--- src/rtl/ritc_phase_scanner_pkg.sv ---
// Shared opcodes, FSM states and window bounds for the RITC phase-scanner command engine.
package ritc_phase_scanner_pkg;

    localparam logic [7:0] OP_NOP       = 8'h00;
    localparam logic [7:0] OP_SET_WIN   = 8'h01;
    localparam logic [7:0] OP_SHIFT     = 8'h02;
    localparam logic [7:0] OP_MEASURE   = 8'h03;
    localparam logic [7:0] OP_SERVO_ON  = 8'h04;
    localparam logic [7:0] OP_SERVO_OFF = 8'h05;

    localparam logic [3:0] WIN_MIN = 4'd4;
    localparam logic [3:0] WIN_MAX = 4'd15;

    typedef enum logic [2:0] {
        ST_IDLE,
        ST_SH_REQ,
        ST_SH_WAIT,
        ST_MEAS,
        ST_SV_MEAS,
        ST_SV_REQ,
        ST_SV_WAIT
    } state_e;

    function automatic logic [3:0] clamp_win(input logic [3:0] req);
        logic [4:0] req5;
        req5 = {1'b0, req};
        if (req5 < {1'b0, WIN_MIN}) return WIN_MIN;
        if (req5 > {1'b0, WIN_MAX}) return WIN_MAX;
        return req;
    endfunction

endpackage

--- src/rtl/ritc_phase_scanner_if.sv ---
// Register-side strobes and results exchanged between the register front end and the command engine.
interface ritc_phase_scanner_if;
    logic [7:0]  cmd_i;
    logic        cmd_wr_i;
    logic [7:0]  select_i;
    logic [15:0] argument_i;
    logic        argument_wr_i;
    logic [15:0] result_o;
    logic        result_valid_o;
    logic [15:0] servo_o;
    logic        servo_update_o;
    logic        busy_o;
    logic        err_o;

    modport master (
        output cmd_i, cmd_wr_i, select_i, argument_i, argument_wr_i,
        input  result_o, result_valid_o, servo_o, servo_update_o, busy_o, err_o
    );

    modport slave (
        input  cmd_i, cmd_wr_i, select_i, argument_i, argument_wr_i,
        output result_o, result_valid_o, servo_o, servo_update_o, busy_o, err_o
    );
endinterface

--- src/rtl/ritc_phase_ones_counter.sv ---
// Counts high samples of one selected sample bit over a 2^W-cycle window; done pulses one cycle after the last sample.
module ritc_phase_ones_counter (
    input  logic        CLK,
    input  logic        RST_N,
    input  logic        start_i,
    input  logic        abort_i,
    input  logic [3:0]  win_i,
    input  logic [2:0]  sel_i,
    input  logic [7:0]  sample_i,
    output logic        done_o,
    output logic [15:0] count_o
);
    logic        active_q, active_d;
    logic        done_q, done_d;
    logic [15:0] win_cnt_q, win_cnt_d;
    logic [2:0]  sel_q, sel_d;
    logic [16:0] ones_q, ones_d;

    always_comb begin
        active_d  = active_q;
        done_d    = 1'b0;
        win_cnt_d = win_cnt_q;
        sel_d     = sel_q;
        ones_d    = ones_q;
        if (abort_i) begin
            active_d = 1'b0;
        end else if (start_i) begin
            active_d  = 1'b1;
            win_cnt_d = 16'((17'd1 << win_i) - 17'd1);
            sel_d     = sel_i;
            ones_d    = '0;
        end else if (active_q) begin
            ones_d = ones_q + 17'(sample_i[sel_q]);
            if (win_cnt_q == '0) begin
                active_d = 1'b0;
                done_d   = 1'b1;
            end else begin
                win_cnt_d = win_cnt_q - 16'd1;
            end
        end
    end

    always_ff @(posedge CLK or negedge RST_N) begin
        if (!RST_N) begin
            active_q  <= 1'b0;
            done_q    <= 1'b0;
            win_cnt_q <= '0;
            sel_q     <= '0;
            ones_q    <= '0;
        end else begin
            active_q  <= active_d;
            done_q    <= done_d;
            win_cnt_q <= win_cnt_d;
            sel_q     <= sel_d;
            ones_q    <= ones_d;
        end
    end

    assign done_o  = done_q;
    assign count_o = ones_q[16] ? 16'hFFFF : ones_q[15:0];
endmodule

--- src/rtl/ritc_phase_scanner_core.sv ---
// Command engine: phase-shift stepping, windowed ones measurement and a one-step-per-measurement servo loop.
//   state      | meaning
//   IDLE       | waiting for a command
//   SH_REQ     | issue one shift step (or finish a zero-length / housekeeping command)
//   SH_WAIT    | wait for psdone_i of the current SHIFT step
//   MEAS       | one-shot measurement in progress
//   SV_MEAS    | servo measurement in progress
//   SV_REQ     | issue the servo correction step
//   SV_WAIT    | wait for psdone_i of the servo step
module ritc_phase_scanner_core
    import ritc_phase_scanner_pkg::*;
#(
    parameter int WIN_DEFAULT = 8,
    parameter int PS_TIMEOUT  = 1023
) (
    input  logic                  CLK,
    input  logic                  RST_N,
    ritc_phase_scanner_if.slave   bus,
    input  logic [7:0]            sample_i,
    output logic                  psen_o,
    output logic                  psincdec_o,
    input  logic                  psdone_i
);
    localparam logic [15:0] TMO_LOAD = 16'(PS_TIMEOUT - 1);
    localparam logic [3:0]  WIN_RST  = 4'(WIN_DEFAULT);

    state_e      state_q, state_d;
    logic [15:0] pos_q, pos_d;
    logic [15:0] rem_q, rem_d;
    logic [15:0] tmo_q, tmo_d;
    logic        dir_q, dir_d;
    logic        report_q, report_d;
    logic        off_q, off_d;
    logic [3:0]  win_q, win_d;
    logic [15:0] target_q, target_d;
    logic [15:0] meas_q, meas_d;
    logic [15:0] result_q, result_d;
    logic        rv_q, rv_d;
    logic [15:0] servo_q, servo_d;
    logic        su_q, su_d;
    logic        err_q, err_d;

    logic        off_req, meas_start, meas_abort, cnt_done;
    logic [15:0] cnt_val, arg_abs, pos_step;
    logic        sel_unused;

    assign off_req    = bus.cmd_wr_i && (bus.cmd_i == OP_SERVO_OFF);
    assign arg_abs    = bus.argument_i[15] ? 16'(-bus.argument_i) : bus.argument_i;
    assign pos_step   = dir_q ? pos_q + 16'd1 : pos_q - 16'd1;
    assign meas_abort = (state_q == ST_SV_MEAS) && off_req;
    assign sel_unused = ^bus.select_i[7:3];

    ritc_phase_ones_counter u_ones (
        .CLK      (CLK),
        .RST_N    (RST_N),
        .start_i  (meas_start),
        .abort_i  (meas_abort),
        .win_i    (win_q),
        .sel_i    (bus.select_i[2:0]),
        .sample_i (sample_i),
        .done_o   (cnt_done),
        .count_o  (cnt_val)
    );

    always_ff @(posedge CLK or negedge RST_N) begin
        if (!RST_N) state_q <= ST_IDLE;
        else        state_q <= state_d;
    end

    always_comb begin
        state_d = state_q;
        unique case (state_q)
            ST_IDLE: if (bus.cmd_wr_i) begin
                if (bus.cmd_i == OP_MEASURE)       state_d = ST_MEAS;
                else if (bus.cmd_i == OP_SERVO_ON) state_d = ST_SV_MEAS;
                else                               state_d = ST_SH_REQ;
            end
            ST_SH_REQ:  state_d = (rem_q == '0) ? ST_IDLE : ST_SH_WAIT;
            ST_SH_WAIT: begin
                if (psdone_i)          state_d = (rem_q == 16'd1) ? ST_IDLE : ST_SH_REQ;
                else if (tmo_q == '0)  state_d = ST_IDLE;
            end
            ST_MEAS:    if (cnt_done) state_d = ST_IDLE;
            ST_SV_MEAS: begin
                if (off_req)       state_d = ST_IDLE;
                else if (cnt_done) state_d = (cnt_val == target_q) ? ST_SV_MEAS : ST_SV_REQ;
            end
            ST_SV_REQ:  state_d = ST_SV_WAIT;
            ST_SV_WAIT: begin
                if (psdone_i)          state_d = (off_q || off_req) ? ST_IDLE : ST_SV_MEAS;
                else if (tmo_q == '0)  state_d = ST_IDLE;
            end
            default:    state_d = ST_IDLE;
        endcase
    end

    always_comb begin
        pos_d = pos_q;   rem_d = rem_q;       tmo_d = tmo_q;       dir_d = dir_q;
        report_d = report_q; off_d = off_q;   win_d = win_q;       target_d = target_q;
        meas_d = meas_q; result_d = result_q; servo_d = servo_q;   err_d = err_q;
        rv_d = 1'b0;
        su_d = 1'b0;
        psen_o = ((state_q == ST_SH_REQ) && (rem_q != '0)) || (state_q == ST_SV_REQ);
        psincdec_o = psen_o && dir_q;
        // A back-to-back servo measurement restarts on the same edge that consumes the previous count.
        meas_start = ((state_q == ST_IDLE) && (state_d == ST_MEAS)) ||
                     ((state_d == ST_SV_MEAS) && ((state_q != ST_SV_MEAS) || cnt_done));

        if (state_q != ST_IDLE && bus.cmd_wr_i && bus.cmd_i != OP_SERVO_OFF) err_d = 1'b1;
        if ((state_q == ST_SV_MEAS || state_q == ST_SV_REQ || state_q == ST_SV_WAIT) && bus.argument_wr_i)
            target_d = bus.argument_i;

        unique case (state_q)
            ST_IDLE: if (bus.cmd_wr_i) begin
                err_d    = (bus.cmd_i > OP_SERVO_OFF);
                report_d = (bus.cmd_i == OP_SHIFT);
                rem_d    = '0;
                if (bus.cmd_i == OP_SHIFT) begin
                    rem_d = arg_abs;
                    dir_d = !bus.argument_i[15] && (bus.argument_i != '0);
                end
                if (bus.cmd_i == OP_SET_WIN) win_d = clamp_win(bus.argument_i[3:0]);
                if (bus.cmd_i == OP_SERVO_ON) begin
                    target_d = bus.argument_i;
                    off_d    = 1'b0;
                end
            end
            ST_SH_REQ: begin
                tmo_d = TMO_LOAD;
                if (rem_q == '0 && report_q) begin
                    result_d = pos_q;
                    rv_d     = 1'b1;
                end
            end
            ST_SH_WAIT, ST_SV_WAIT: begin
                if (state_q == ST_SV_WAIT && off_req) off_d = 1'b1;
                if (psdone_i) begin
                    pos_d = pos_step;
                    rem_d = rem_q - 16'd1;
                    if (state_q == ST_SV_WAIT) begin
                        servo_d  = pos_step;
                        su_d     = 1'b1;
                        result_d = meas_q;
                        rv_d     = 1'b1;
                    end else if (rem_q == 16'd1) begin
                        result_d = pos_step;
                        rv_d     = 1'b1;
                    end
                end else if (tmo_q == '0) begin
                    err_d = 1'b1;
                end else begin
                    tmo_d = tmo_q - 16'd1;
                end
            end
            ST_MEAS: if (cnt_done) begin
                result_d = cnt_val;
                rv_d     = 1'b1;
            end
            ST_SV_MEAS: if (!off_req && cnt_done) begin
                meas_d = cnt_val;
                dir_d  = (cnt_val < target_q);
                if (cnt_val == target_q) begin
                    servo_d  = pos_q;
                    su_d     = 1'b1;
                    result_d = cnt_val;
                    rv_d     = 1'b1;
                end
            end
            ST_SV_REQ: begin
                tmo_d = TMO_LOAD;
                if (off_req) off_d = 1'b1;
            end
            default: ;
        endcase
    end

    always_ff @(posedge CLK or negedge RST_N) begin
        if (!RST_N) begin
            pos_q <= '0;  rem_q <= '0;  tmo_q <= '0;  dir_q <= 1'b0;
            report_q <= 1'b0;  off_q <= 1'b0;  win_q <= WIN_RST;  target_q <= '0;
            meas_q <= '0;  result_q <= '0;  rv_q <= 1'b0;  servo_q <= '0;
            su_q <= 1'b0;  err_q <= 1'b0;
        end else begin
            pos_q <= pos_d;  rem_q <= rem_d;  tmo_q <= tmo_d;  dir_q <= dir_d;
            report_q <= report_d;  off_q <= off_d;  win_q <= win_d;  target_q <= target_d;
            meas_q <= meas_d;  result_q <= result_d;  rv_q <= rv_d;  servo_q <= servo_d;
            su_q <= su_d;  err_q <= err_d;
        end
    end

    assign bus.result_o       = result_q;
    assign bus.result_valid_o = rv_q;
    assign bus.servo_o        = servo_q;
    assign bus.servo_update_o = su_q;
    assign bus.busy_o         = (state_q != ST_IDLE);
    assign bus.err_o          = err_q;
endmodule
--- src/flat_wrapper.sv ---
// flat-port wrapper written by rule: the top's interface ports become plain ports
module ritc_phase_scanner_core_flat import ritc_phase_scanner_pkg::*;
#(
    parameter int WIN_DEFAULT = 8,
    parameter int PS_TIMEOUT  = 1023
)
  (CLK, RST_N, sample_i, psen_o, psincdec_o, psdone_i, bus_cmd_i, bus_cmd_wr_i, bus_select_i, bus_argument_i, bus_argument_wr_i, bus_result_o, bus_result_valid_o, bus_servo_o, bus_servo_update_o, bus_busy_o, bus_err_o);
  ritc_phase_scanner_if bus_i ();
  input  logic CLK;
  input  logic RST_N;
  input  logic [7:0] sample_i;
  output logic psen_o;
  output logic psincdec_o;
  input  logic psdone_i;
  input wire logic [$bits(bus_i.cmd_i)-1:0] bus_cmd_i;
  input wire logic [$bits(bus_i.cmd_wr_i)-1:0] bus_cmd_wr_i;
  input wire logic [$bits(bus_i.select_i)-1:0] bus_select_i;
  input wire logic [$bits(bus_i.argument_i)-1:0] bus_argument_i;
  input wire logic [$bits(bus_i.argument_wr_i)-1:0] bus_argument_wr_i;
  output wire logic [$bits(bus_i.result_o)-1:0] bus_result_o;
  output wire logic [$bits(bus_i.result_valid_o)-1:0] bus_result_valid_o;
  output wire logic [$bits(bus_i.servo_o)-1:0] bus_servo_o;
  output wire logic [$bits(bus_i.servo_update_o)-1:0] bus_servo_update_o;
  output wire logic [$bits(bus_i.busy_o)-1:0] bus_busy_o;
  output wire logic [$bits(bus_i.err_o)-1:0] bus_err_o;
  assign bus_i.cmd_i = bus_cmd_i;
  assign bus_i.cmd_wr_i = bus_cmd_wr_i;
  assign bus_i.select_i = bus_select_i;
  assign bus_i.argument_i = bus_argument_i;
  assign bus_i.argument_wr_i = bus_argument_wr_i;
  assign bus_result_o = bus_i.result_o;
  assign bus_result_valid_o = bus_i.result_valid_o;
  assign bus_servo_o = bus_i.servo_o;
  assign bus_servo_update_o = bus_i.servo_update_o;
  assign bus_busy_o = bus_i.busy_o;
  assign bus_err_o = bus_i.err_o;
  ritc_phase_scanner_core #(.WIN_DEFAULT(WIN_DEFAULT), .PS_TIMEOUT(PS_TIMEOUT)) u_core (.CLK(CLK), .RST_N(RST_N), .bus(bus_i), .sample_i(sample_i), .psen_o(psen_o), .psincdec_o(psincdec_o), .psdone_i(psdone_i));
endmodule
--- config.mk ---
export PLATFORM = sky130hd
export DESIGN_NAME = ritc_phase_scanner_core_flat
export DESIGN_NICKNAME = d
export VERILOG_FILES = /design/src/rtl/ritc_phase_scanner_pkg.sv /design/src/rtl/ritc_phase_scanner_if.sv /design/src/rtl/ritc_phase_ones_counter.sv /design/src/rtl/ritc_phase_scanner_core.sv /design/src/flat_wrapper.sv
export SDC_FILE = /design/constraint.sdc
export NUM_CORES = 1
export LEC_CHECK = 0
export ABC_AREA = 1
export CAP_MARGIN = 0
export CORE_MARGIN = 5
export CORE_UTILIZATION = 55
export CTS_BUF_LIST = sky130_fd_sc_hd__clkbuf_2 sky130_fd_sc_hd__clkbuf_4 sky130_fd_sc_hd__clkbuf_8
export DETAILED_ROUTE_END_ITERATION = 10
export PLACE_DENSITY = 0.79
export SLEW_MARGIN = 5
export SYNTH_ARGS = -nofsm -noshare
export SYNTH_HDL_FRONTEND = slang
export SYNTH_HIERARCHICAL = 1
export SYNTH_SLANG_ARGS = --single-unit
--- constraint.sdc ---
create_clock -name CLK -period 3.1 [get_ports CLK]
set_input_delay 0.465 -clock CLK [delete_from_list [all_inputs] [get_ports CLK]]
set_output_delay 0.465 -clock CLK [all_outputs]
set_load 0.01 [all_outputs]
After elaboration in Yosys (flattened, before gate mapping)
Index checks and enable logic that the tools add are counted.
{"block": "totals", "reg_bits": 163, "elab_cells": 203, "output_inout_bits": 38}
{"block": "op_classes", "n_eq_ne": 32, "shift": 1, "n_reduce_logical": 50, "bitwise": 1, "mux": 87, "addsub": 8, "magnitude_cmp": 4}
{"cell": "two-way mux 16 bit", "count": 26}
{"cell": "case mux 16 bit (2 select lines)", "count": 3}
{"cell": "subtractor 16 x 1 -> 16 bit (second input constant)", "count": 5}
{"cell": "case mux 16 bit (4 select lines)", "count": 1}
{"cell": "logical NOT 16 bit", "count": 3}
{"cell": "two-way mux 1 bit", "count": 35}
{"cell": "two-way mux 17 bit", "count": 2}
{"cell": "nonzero test 16 bit", "count": 2}
{"cell": "two-way mux 3 bit", "count": 10}
{"cell": "case mux 3 bit (7 select lines)", "count": 1}
{"cell": "inequality test 2 bit (second input constant)", "count": 9}
{"cell": "adder 17 x 1 -> 17 bit", "count": 1}
{"cell": "adder 16 x 1 -> 16 bit (second input constant)", "count": 1}
{"cell": "== test 16 x 1 -> 1 bit (second input constant)", "count": 1}
{"cell": "== test 16 bit", "count": 1}
{"cell": "== test 8 x 2 -> 1 bit (second input constant)", "count": 2}
{"cell": "== test 8 x 3 -> 1 bit (second input constant)", "count": 2}
{"cell": "less-than comparator 16 bit", "count": 1}
{"cell": "negation 16 bit", "count": 1}
{"cell": "left shift 1 x 4 -> 16 bit (first input constant)", "count": 1}
{"cell": "logical AND 1 bit", "count": 13}
{"cell": "== test 3 bit (second input constant)", "count": 4}
{"cell": "AND reduction 3 bit", "count": 4}
{"cell": "inequality test 2 x 1 -> 1 bit (second input constant)", "count": 5}
{"cell": "other kinds (27)", "count": 49}

Logic depth before layout (Yosys ltp)
{"block": "depth", "depth_word": 11, "ltp_mapped": 28, "mapped_depth_nobuf": 26}

Modules after synthesis
Netlist, hierarchy kept.
{"module": "ritc_phase_scanner_core", "cells_each": 1191, "n_inst": 1, "area_each_um2": 8394.3}
{"module": "ritc_phase_ones_counter", "cells_each": 379, "n_inst": 1, "area_each_um2": 2497.4}

Worst setup path after synthesis
OpenSTA, ideal clock, no wires.
{"block": "synth_path", "kind": "reg2reg", "start": "register u_core.u_ones.ones_q[16]", "end": "register u_core.u_ones.win_cnt_q[4]", "setup_slack_ns": -0.183, "n_path_buf": 2, "synth_period_minus_slack_ns": 3.283, "arrival_ns": 3.158, "path_stages_with_launch": 23, "required_ns": 2.975, "path_cell_list": "dfrtp_1 inv_1 clkbuf_1 nand2_1 ha_1 nand2_1 nor2_2 nand2_1 nor2_2 nand2_1 nand2_1 nor2_1 nor2_1 nand4_1 nand2_1 buf_4 nor2_1 nor2_1 ha_1 nand2_1 nor2_2 xor2_1 o21ai_1"}
{"block": "synth_between", "elab_chain_len": 11, "elab_cells_between_ends": 15, "classes_between": "eq/ne (4); mux (6); reduce/logical (5)"}
{"item": "start: declaration", "line": "ritc_phase_ones_counter.sv:17", "text": "logic [16:0] ones_q, ones_d;"}
{"item": "start signal: assignment", "line": "ritc_phase_ones_counter.sv:55", "text": "ones_q <= ones_d;"}
{"item": "two-way mux 16 bit (*)", "line": "ritc_phase_ones_counter.sv:60", "text": "assign count_o = ones_q[16] ? 16'hFFFF : ones_q[15:0];"}
{"item": "net u_core.cnt_val[14]", "line": "ritc_phase_scanner_core.sv:44", "text": "logic [15:0] cnt_val, arg_abs, pos_step;"}
{"item": "== test 16 bit (*)", "line": "ritc_phase_scanner_core.sv:86", "text": "else if (cnt_done) state_d = (cnt_val == target_q) ? ST_SV_MEAS : ST_SV_REQ;"}
{"item": "two-way mux 1 bit (*)", "line": "ritc_phase_scanner_core.sv:86"}
{"item": "two-way mux 3 bit (*)", "line": "ritc_phase_scanner_core.sv:86"}
{"item": "two-way mux 3 bit (*)", "line": "ritc_phase_scanner_core.sv:85", "text": "if (off_req) state_d = ST_IDLE;"}
{"item": "case mux 3 bit (7 select lines) (*)", "line": "ritc_phase_scanner_core.sv:72", "text": "unique case (state_q)"}
{"item": "== test 3 x 2 -> 1 bit / == test 3 bit (equally long branches)", "line": "ritc_phase_scanner_core.sv:106, ritc_phase_scanner_core.sv:107"}
{"item": "logical AND 1 bit (on tied branches)", "line": "ritc_phase_scanner_core.sv:106, ritc_phase_scanner_core.sv:107"}
{"item": "logical OR 1 bit (*)", "line": "ritc_phase_scanner_core.sv:106", "text": "meas_start = ((state_q == ST_IDLE) && (state_d == ST_MEAS)) ||"}
{"item": "net u_core.meas_start", "line": "ritc_phase_scanner_core.sv:43", "text": "logic off_req, meas_start, meas_abort, cnt_done;"}
{"item": "inequality test 2 x 1 -> 1 bit (no line) / nonzero test 2 bit (equally long branches)"}
{"item": "AND reduction 3 bit (no line)"}
{"item": "end signal: assignment", "line": "ritc_phase_ones_counter.sv:53", "text": "win_cnt_q <= win_cnt_d;"}
{"item": "end: declaration", "line": "ritc_phase_ones_counter.sv:15", "text": "logic [15:0] win_cnt_q, win_cnt_d;"}
The timed path passes the listed nets; every way through them passes the cells marked *.
A chain may end at the register's enable or synchronous reset.

Final worst setup path
{"block": "layout_path", "start": "register u_core.u_ones.ones_q[16]", "end": "register u_core.u_ones.win_cnt_q[11]"}
The elaborated chain is that of the path after synthesis.

==> impl_results.md <==
- Status: finished with violations
- Failing checks: setup timing
- Max H-tree Level: 4
- Hpwl dp: roughly 23000 um
- Synth top area share: 0.372
- Die Y: around 150 um
- Post-Synth Simple-Gate Area: 0.353
- Grt total ovfl: 0
- Fmax: slightly below 300 MHz
- Finished Core Util: 0.733
- Nets: approximately 1900
- Post-route cell area: roughly 0.014 sq mm
- Final Skew: between 10 and 15 ps
- Final setup viols: 36
- CP Max Fanout: 6
- Row cnt: roughly 50
- Path type of the worst setup path: reg2reg
- Drt first pass iters: 7
- Yosys synthesis warning count: 6
- DRC viols: 0
- Post-Synth Adder-Cell Area: 0.0501
- WL per Instance: 16.4 um
- Worst Path Buf+Inv: 4
- Final GP Congestion: 0.913
- Pin count of the biggest net entering global routing: 56
- Arr. time, crit path: about 3800 ps
- Crit end category: flop
- CTS tree: done
- Clk sinks: around 160
- Slew @ Worst Pin: 640 ps
- Async SR Flop Fraction: 1.00
- Final Hold Fails: 0
- Seq/Total Area, Yosys: 0.375
- Layout cells sized above 1: 0.208
- Placed cell area: ~0.013 sq mm
- Initial antenna violation count: 0
- Total number of vias: 11600
- Register area: between 0.004 and 0.005 sq mm
- Largest family of logic cells by synthesized area: simple AND/OR/NAND/NOR gates
- Most frequent cell after synthesis: nand2_1
- Vias per cell: ~5.6
- Die area: ~0.023 sq mm
- Max-Cap Viols: 0
- Synthesized area per cell: just under 7 sq um
- Compound-Gate Fraction of Synth Area: 0.121
- Flops & latches, synth: between 150 and 200
- Port bufs: 77
- Fillers: between 1000 and 1500
- Non-filler cells, final: approximately 2100
- Post-synthesis mux area share: 0.00103
- Max stage delay on crit path: 430 ps
- XOR/XNOR Fraction of Synth Area: 0.0193
- Multi-input logic area: approximately 0.0066 sq mm
- CP required: 3460 ps
- Root Buffer: clkbuf_8
- Core area: between 0.015 and 0.02 sq mm
- Routed Wire Length: approximately 34000 um
- Worst path cell trace: inv_2, clkbuf_16, nand2_2, ha_4, nand2_1, nor2_2, nand2_2, nor2_4, nand2_1, nand2_1, nor2_2, nor2_2, nand4_1, nand2_4, buf_6, nor2_4, nor2_4, buf_6, nand3_4, nor2_4, nand3_2, nand3_2, nand2_1
- Clock buffer depth: 2
- GRT Util Overall: 0.281
- Yosys top cell by area: dfrtp_1
- Top post-synthesis cells by area: dfrtp_1 37%, nand2_1 16%, nor2_1 6.3%
- Slew headroom: 0.573
- Slowest CP cell: dfrtp_1
- Top FF cell, synth: dfrtp_1
- Total Power: about 13000 uW
- Global-route wire length before repair: approximately 52000 um
- Mapped cell area: 0.0109 sq mm
- I/O Pins: slightly above 80
- Area Growth Syn to Fin: 31.0%
- Power per cell area: between 900 and 1000 mW/mm^2
- Synth top cells by count: 472 x nand2_1, 184 x nor2_1, 162 x dfrtp_1, 160 x inv_1, 126 x nand3_1
- Number of global-route vias before repair: between 10000 and 15000
- Tcrit/Tclk final: 1.11
- First DRT Iteration DRCs: 1120
- Synth Net Count: around 1700
- Post-DRT Antenna Nets: 0
- Clock latency on the worst-skew pair: 470 ps
- Worst setup margin: -353 ps
- EDFF count, synth: 0
- CP Launch Type: flop
- Hold Slack: approximately 480 ps
- Diode count: 0
- Die outline width: ~150 um
- Leak pwr: between 0.007 and 0.008 uW
- Fin. max-slew vios: 0
- Initial Util: 0.560
- Placed Cells: between 1500 and 2000
- Worst IR Drop VDD: between 0.0005 and 0.0006 V
- Synth unique cells: 51
- Syn Inst Count: between 1500 and 2000
- RSZ-0062 raised after global routing: true
- Minimum clock period: around 3500 ps
- Critical path's top delay family: simple AND/OR/NAND/NOR gates
- Clk slew on worst S/H paths: 90 ps
- CTS buffer count: 17
- Worst min path class: reg2reg
[worst paths after layout]
kind	startpoint	endpoint	slack, ps	depth (start not counted)
min in group asynchronous	RST_N	u_core/tmo_q[7]	510	2
setup / recovery	u_core/u_ones/ones_q[16]	u_core/u_ones/win_cnt_q[11]	-350	23
setup reg to reg	u_core/u_ones/ones_q[16]	u_core/u_ones/win_cnt_q[11]	-350	23
hold reg to reg	u_core/meas_q[9]	u_core/meas_q[9]	480	2
hold / removal	u_core/meas_q[9]	u_core/meas_q[9]	480	2
max in group asynchronous	RST_N	u_core/u_ones/ones_q[8]	1740	3
[state kept, by name, summed over array words and instances, names as in the netlist]
name,count
u_core/dir_q,1
u_core/off_q,1
u_core/bus.result_o,16
u_core/u_ones/ones_q,17
u_core/u_ones/active_q,1
u_core/target_q,16
u_core/rem_q,16
u_core/state_q,3
u_core/u_ones/sel_q,3
u_core/report_q,1
u_core/u_ones/done_o,1
u_core/bus.err_o,1
u_core/bus.result_valid_o,1
u_core/u_ones/win_cnt_q,16
u_core/pos_q,16
u_core/meas_q,16
u_core/win_q,4
u_core/bus.servo_update_o,1
u_core/tmo_q,16
u_core/bus.servo_o,16
[stage by stage]
| step | worst slack [ps] | setup TNS [ps] |
|---|---|---|
| floorplan | 1.36 | 0 |
| global placement | -278 | -5220 |
| detailed placement | -347 | -7220 |
| CTS | -165 | -1980 |
| global route | -478 | -11810 |
| finish | -353 | -6810 |
[cells by family after synthesis]
group | count (synthesis)
buffers and inverters | 212
DFF | 163
muxes | 1
and+or+nand+nor | 894
xor gates and xnor gates | 24
adders and majority gates | 43
AOI/OAI and AO/OA | 233
[area by class of cell]
cell class,instances,share of cell area
inverters,173,0.0470
clock buffers,20,0.0188
repair buffers,238,0.151
clock inverters,11,0.00921
well taps,265,0.0232
multi-input cells,1195,0.465
flip-flops and latches,163,0.286
[power by group]
group,switching [uW],internal [uW],leakage [uW]
Combinational,4900,3490,0.00482
Sequential,552,2850,0.00200
Clock,843,767,0.000194
[worst min-delay path, delay by kind of cell (launching register included)]
kind          cells  cell delay (ps)
flops             1              350
simple gates      2              100
[layout by cell type, fill, tap and decap left out, types with 24 or more instances in the layout]
cell type and n:
nor2_2 24, nand2_2 41, inv_1 153, dfrtp_1 162
nand2_1 429, ha_1 26, nor3_1 28, o21ai_0 83
a21oi_1 79, nor2_1 160, nand3_1 113, clkdlybuf4s50_1 75
buf_4 141
[repair_timing]
item	in CTS	in global routing
resized for setup	72	112
endpoints found under the hold margin	51	0
endpoints found under the setup margin	32	40
gates cloned	0	3
pin swaps	37	64
setup buffers	23	11
hold buffers	1	0
[layer usage]
layer | GRT usage | up-vias | routed length [um]
met5 | 0 | - | 0
met1 | 0.365 | 5394 | 13500
met2 | 0.490 | 547 | 17100
met4 | 0.0811 | 0 | 1040
li1 | - | 5561 | -
met3 | 0.0355 | 111 | 2260
Power figures use the tool's default switching activity.
